### config.mk
export PLATFORM = sky130hd
export DESIGN_NAME = register_write_arbiter
export DESIGN_NICKNAME = d
export VERILOG_FILES = /design/src/rtl/register_write_arbiter.sv
export SDC_FILE = /design/constraint.sdc
export NUM_CORES = 1
export LEC_CHECK = 0
export ABC_AREA = 1
export CORE_MARGIN = 3
export CORE_UTILIZATION = 30
export DETAILED_ROUTE_END_ITERATION = 8
export DONT_BUFFER_PORTS = 1
export GPL_TIMING_DRIVEN = 0
export PLACE_DENSITY_LB_ADDON = 0.25
export REMOVE_ABC_BUFFERS = 1
export SLEW_MARGIN = 10
export SYNTH_ARGS = -nofsm -noshare
export SYNTH_HDL_FRONTEND = slang
export SYNTH_SLANG_ARGS = --single-unit
### constraint.sdc
create_clock -name In_Clock -period 1.5 [get_ports In_Clock]
set_clock_uncertainty 0.05 [all_clocks]
set_input_delay 0.375 -clock In_Clock [delete_from_list [all_inputs] [get_ports In_Clock]]
set_output_delay 0.375 -clock In_Clock [all_outputs]
set_load 0.05 [all_outputs]
### src/rtl/register_write_arbiter.sv
// Register-file write-port arbiter: picks one requester per cycle and issues its write for one cycle.
// Define REGWRITE_ARB_RR_EN for round-robin selection; otherwise the lowest index has fixed priority.
module register_write_arbiter #(
  parameter int P_RegWidth   = 3,
  parameter int P_DataWidth  = 8,
  parameter int P_Requesters = 4
) (
  input  logic                              In_Clock,
  input  logic                              In_Reset,
  input  logic [P_Requesters-1:0]           In_Request,
  input  logic [P_Requesters*P_RegWidth-1:0]  In_Address,
  input  logic [P_Requesters*P_DataWidth-1:0] In_Data,
  output logic [P_Requesters-1:0]           Out_Grant,
  output logic [P_RegWidth-1:0]             Out_Address,
  output logic                              Out_Enable,
  output logic [P_DataWidth-1:0]            Out_Data,
  output logic                              Out_Busy
);

  localparam int PtrW = $clog2(P_Requesters);

  typedef enum logic {
    IDLE  = 1'b0,
    WRITE = 1'b1
  } state_t;

  state_t                  state;
  logic [P_Requesters-1:0] eligible;
  logic [P_Requesters-1:0] win_onehot;
  logic [PtrW-1:0]         winner;
  logic [P_RegWidth-1:0]   win_addr;
  logic [P_DataWidth-1:0]  win_data;

  // The requester being written this cycle sits out one arbitration round.
  always_comb begin
    eligible = (state == WRITE) ? (In_Request & ~Out_Grant) : In_Request;
  end

`ifdef REGWRITE_ARB_RR_EN
  logic [PtrW-1:0]         ptr;
  logic [PtrW-1:0]         ptr_next;
  logic [PtrW-1:0]         offset;
  logic [P_Requesters-1:0] rotated;
  logic [PtrW:0]           sum;

  // Rotate so bit 0 is the requester at ptr, find the first set bit, then rotate back.
  // NOTE: every variable gets a default at the top of always_comb so no path leaves it unassigned (no latch).
  always_comb begin
    rotated = P_Requesters'({eligible, eligible} >> ptr);
    offset  = '0;
    for (int k = P_Requesters - 1; k >= 0; k--) begin
      if (rotated[k]) offset = PtrW'(k);
    end
    sum = {1'b0, ptr} + {1'b0, offset};
    if (sum >= (PtrW+1)'(P_Requesters)) sum = sum - (PtrW+1)'(P_Requesters);
    winner   = sum[PtrW-1:0];
    ptr_next = (winner == PtrW'(P_Requesters - 1)) ? '0 : winner + PtrW'(1);
  end
`else
  always_comb begin
    winner = '0;
    for (int k = P_Requesters - 1; k >= 0; k--) begin
      if (eligible[k]) winner = PtrW'(k);
    end
  end
`endif

  always_comb begin
    win_onehot = '0;
    win_addr   = '0;
    win_data   = '0;
    for (int k = 0; k < P_Requesters; k++) begin
      if (winner == PtrW'(k)) begin
        win_onehot[k] = 1'b1;
        win_addr      = In_Address[k*P_RegWidth +: P_RegWidth];
        win_data      = In_Data[k*P_DataWidth +: P_DataWidth];
      end
    end
  end

  // A pending write is simply dropped on reset; all outputs return to zero.
  // NOTE: sequential state uses non-blocking assignments so every register samples pre-edge values.
  always_ff @(posedge In_Clock) begin
    if (In_Reset) begin
      state       <= IDLE;
      Out_Grant   <= '0;
      Out_Address <= '0;
      Out_Enable  <= 1'b0;
      Out_Data    <= '0;
      Out_Busy    <= 1'b0;
`ifdef REGWRITE_ARB_RR_EN
      ptr         <= '0;
`endif
    end else if (|eligible) begin
      state       <= WRITE;
      Out_Grant   <= win_onehot;
      Out_Address <= win_addr;
      Out_Enable  <= 1'b1;
      Out_Data    <= win_data;
      Out_Busy    <= 1'b1;
`ifdef REGWRITE_ARB_RR_EN
      ptr         <= ptr_next;
`endif
    end else begin
      state       <= IDLE;
      Out_Grant   <= '0;
      Out_Address <= '0;
      Out_Enable  <= 1'b0;
      Out_Data    <= '0;
      Out_Busy    <= 1'b0;
    end
  end

endmodule

### Word level (Yosys, flattened, before mapping)

Index checks and enable logic that the tools add are counted.

| operators by class | value |
|---|---|
| mux-type cells | 18 |
| equality and inequality tests | 3 |
| bitwise operators | 3 |
| reduce and logical (&&, ||, !) cells | 3 |

Operator list:

| cell | number |
|---|---|
| $mux 8 | 4 |
| $mux 3 | 4 |
| $mux 2 | 4 |
| $mux 1 | 5 |
| $and 4x4->4 | 1 |
| $eq 2x2->1 const B | 2 |
| $mux 4 | 1 |
| $not 4->4 | 1 |
| $reduce_or 4->1 | 1 |
| $eq 2x1->1 const B | 1 |
| $logic_not 2->1 | 1 |
| $reduce_or 2->1 | 1 |
| $not 1->1 | 1 |

| word-level totals | value |
|---|---|
| bits in registers | 16 |
| word-level logic and storage cells | 31 |
| output and inout port bits | 17 |
| bits of input ports | 50 |

### Logic depth before layout (Yosys ltp)

| logic depth | value |
|---|---|
| word-level depth | 12 |
| gate-level depth with buffers | 10 |
| depth with buffers taken out | 9 |

### Worst setup path after synthesis

No wires, ideal clock.

| timing path | value |
|---|---|
| kind | flip-flop to flip-flop |
| start point | reg state |
| end point | reg Out_Data[3] |
| path buffers | 2 |
| period minus slack after synthesis | 1683 ps |
| path slack | -183 ps |
| required time | 1341 ps |
| cell stages (with the launch flop) | 10 |
| arrival | 1524 ps |
| cell sequence | dfxtp_1 -> nand2_1 -> nand2_2 -> buf_6 -> nand3_2 -> buf_2 -> nand3_1 -> nand3_1 -> nand2_1 -> inv_1 |

| between the ends | value |
|---|---|
| word-level cells in the longest chain between the ends | 10 |
| elaborated cells between the ends (all ways) | 16 |

Ends and longest elaborated chain:

| element | line | text |
|---|---|---|
| start: declaration | 27 | `state_t state;` |
| start signal: assignment | 85 | `state <= IDLE;` |
| start signal: assignment | 95 | `state <= WRITE;` |
| start signal: assignment | 105 | `state <= IDLE;` |
| $mux 4 (*) | 36 | `eligible = (state == WRITE) ? (In_Request & ~Out_Grant) : In_Request;` |
| $mux 2 (4 in series) | 63 | `if (eligible[k]) winner = PtrW'(k);` |
| $logic_not 2->1 | 73 | `if (winner == PtrW'(k)) begin` |
| $mux 8 (4 in series) | 73 |  |
| end signal: assignment | 99 | `Out_Data <= win_data;` |
| end: declaration | 16 | `output logic [P_DataWidth-1:0] Out_Data,` |

Mark *: on every way between the ends. The rest lies on a longest branch, timed or not.
A chain may end at the register's enable or synchronous reset.

### Worst setup path in the final report

| timing path | value |
|---|---|
| start point | reg state |
| end point | reg Out_Data[6] |

The elaborated chain is that of the path after synthesis.

==> flow_summary.json <==
{
  "dp_cells": 194,
  "grt_pass1_vias": 1187,
  "drt_iter0_markers": 29,
  "drcViolationCount": 0,
  "r2r-end": "Out_Data[6]",
  "grt_max_degree": 13,
  "worstReg2RegStart": "state",
  "p_per_area_nw_per_um2": 834,
  "initial_core_util_pct": 33.0,
  "fp-row-count": 19,
  "relSlewSlack_pct": 66.9,
  "ys_seq_elements": 16,
  "cts_sinks": 16,
  "place.gp.congestion": 0.784,
  "cts_hold_buf": 0,
  "yosys-top-cells-count": "nand2_1, nor2_1, inv_1, nand3_1, dfxtp_1",
  "worstMarginPinSlew_ns": 0.496,
  "viasPerCell": 5.10,
  "maxCapViolCount": 0,
  "placed_cell_area_sq_um": 958,
  "fin_crit_ns": 1.63,
  "grt_usage_pct": 18.3,
  "yosysSeqAreaShare_pct": 33.4,
  "vias": 1143,
  "path_class": "flop to flop",
  "cts_buffer_depth": 2,
  "synth_cells": 159,
  "area_delta_synth_final_pct": 48.4,
  "cts_buffers": 3,
  "power_leakage_uw": 0.000757,
  "numPortBuffers": 0,
  "ios": 67,
  "endpoint_kind": "flop",
  "synth_ff_type": "dfxtp_1",
  "async_flop_share_pct": 0,
  "cts_max_level": 1,
  "setup_viol": 12,
  "fmax_mhz": 613,
  "met2_length_um": 1960,
  "synth.cell_area_sq_um": 958,
  "dpl_worst_slack_ns": -1.50,
  "wirelength_met1_um": 1470,
  "hold_class": "input pin to flop",
  "irDropWorstVdd_uv": 368,
  "clk_pin_slew_ns": 0.10,
  "rsz0062_at_grt": "true",
  "drive_gt1_share_pct": 42.9,
  "antenna_left": 0,
  "die_w_um": 62.5,
  "r2r_slack_ns": -0.13,
  "crit_fanout": 7,
  "ff2ff_path_depth": 10,
  "avgSynthCellArea_sq_um": 6.03,
  "yosys.cell_types.count": 16,
  "outcome": "complete, but fails checks",
  "final-hold-violation-count": 0,
  "dp.final_hpwl_um": 2140,
  "slew_violations": 0,
  "die_h_um": 62.5,
  "clk_latency_ns": 0.29,
  "post-route-period-util_pct": 109,
  "core-area_sq_um": 2900,
  "cp_data_arrival_time_ns": 1.82,
  "yosys.area.top_type": "dfxtp_1",
  "cts_tree": "done",
  "hold_slack_ns": 0.0770,
  "diodes": 0,
  "hp-start": "In_Reset",
  "yosysMostFrequentCell": "nand2_1",
  "top_layer": "met4",
  "required_ns": 1.69,
  "overflow": 0,
  "drtPass1Iterations": 4,
  "grt_pass1_wl_um": 5630,
  "ys_warn_count": 0,
  "power.total_uw": 1190,
  "violations": "negative setup slack",
  "die_area_sq_um": 3910,
  "root_buffer": "clkbuf_4",
  "routed-wl-met3_um": 208,
  "startpoint_type": "flop",
  "setup_ws_ns": -0.130,
  "endpoint": "Out_Data[6]",
  "stdcell_count": 224,
  "synth-edff-count": 0,
  "synth_top_area_share_pct": 33.4,
  "fillers": 309,
  "worstSetupStartpoint": "state",
  "synth_area_leaders": "dfxtp_1, nand2_1, nor2_1",
  "fin_nets": 234,
  "wl_per_cell_um": 16.4,
  "wirelength_um": 3670,
  "antenna_found_initial": 0,
  "finalInstanceArea_sq_um": 1420
}
==> cells in the final DEF (no fill, tap or decap) <==
master       n
nand2_1     25
nor2_1      23
inv_1       15
nand3_1     14
buf_4       13
nand2_2     12
dfxtp_1     11
nand2_4     10
nand4_1     10
inv_2        8
buf_6        7
nand3_2      6
dfxtp_2      4
a21oi_1      3
nor2_2       3
clkbuf_4     3
nand3_4      2
inv_4        2
nor2_4       2
o21ai_0      2
buf_12       2
a21oi_2      1
nand2_8      1
nor3_1       1
clkinvlp_4   1
dfxtp_4      1
==> what timing repair did <==
action                                  4_1_cts  5_1_grt
endpoints found under the setup margin       18       14
gates resized for setup                      34       33
gates cloned                                  4        1
pin swaps                                    15       23
buffers inserted                             18        4
==> critical path, stage by stage (launching register included) <==
cell	delay (ns)
dfxtp_4	0.61
nand2_4	0.11
nand2_8	0.10
buf_12	0.11
nand4_1	0.15
buf_6	0.19
nand2_4	0.06
inv_2	0.04
nand3_2	0.06
nand2_2	0.05
inv_2	0.04
==> where the power goes <==
part | leakage, uW | internal [uW] | switching [uW]
logic | 0.000608 | 145 | 189
registers | 0.000134 | 462 | 154
clock network | 0.0000138 | 93.2 | 143
total | 0.000757 | 700 | 486
==> worst min path at each step <==
stage | endpoint | slack, ns | cells after the start
2_1_floorplan | Out_Grant[3] | 0.40 | 1
5_1_grt | Out_Grant[3] | 0.05 | 1
3_3_place_gp | Out_Grant[3] | 0.40 | 1
6_report | Out_Grant[3] | 0.08 | 1
3_5_place_dp | Out_Grant[3] | 0.40 | 1
4_1_cts | Out_Grant[3] | 0.08 | 1
==> flip-flops by register name (all words and copies together) (netlist names) <==
name / count
Out_Grant: 4
state: 1
Out_Address: 3
Out_Data: 8
==> through the flow <==
stage	utilization, %	TNS (ns)
floorplan	-	-11.94
CTS	44.2	-0.805
global route	49.1	-2.26
detailed placement	33.0	-19.32
finish	49.1	-1.21
global placement	33.0	-18.29
==> cell families (layout without fill, tap and decap cells) <==
family                 after synthesis  count (layout)  share of synthesized area (%)
DFF                                 16              16                           33.4
buffers and inverters               32              51                           15.3
and+or+nand+nor                    105             109                           48.2
AOI/OAI and AO/OA                    6               6                           3.13
==> cell type report <==
cell class / count / area (sq um) / share of cell area, %
tap: 42 / 52.6 / 3.69
inverter: 25 / 98.8 / 6.95
sequential: 16 / 329 / 23.1
multi-input combinational: 115 / 696 / 48.9
timing repair inverter: 1 / 7.51 / 0.528
timing repair buffer: 22 / 216 / 15.2
clock buffer: 3 / 22.5 / 1.58
==> per-layer routing <==
layer	global-route usage, %	vias up
met2	34.2	37
met5	0	-
met3	4.68	2
met1	19.3	555
li1	-	549
met4	7.16	0
Note: power is estimated with default switching activity, not from simulation.
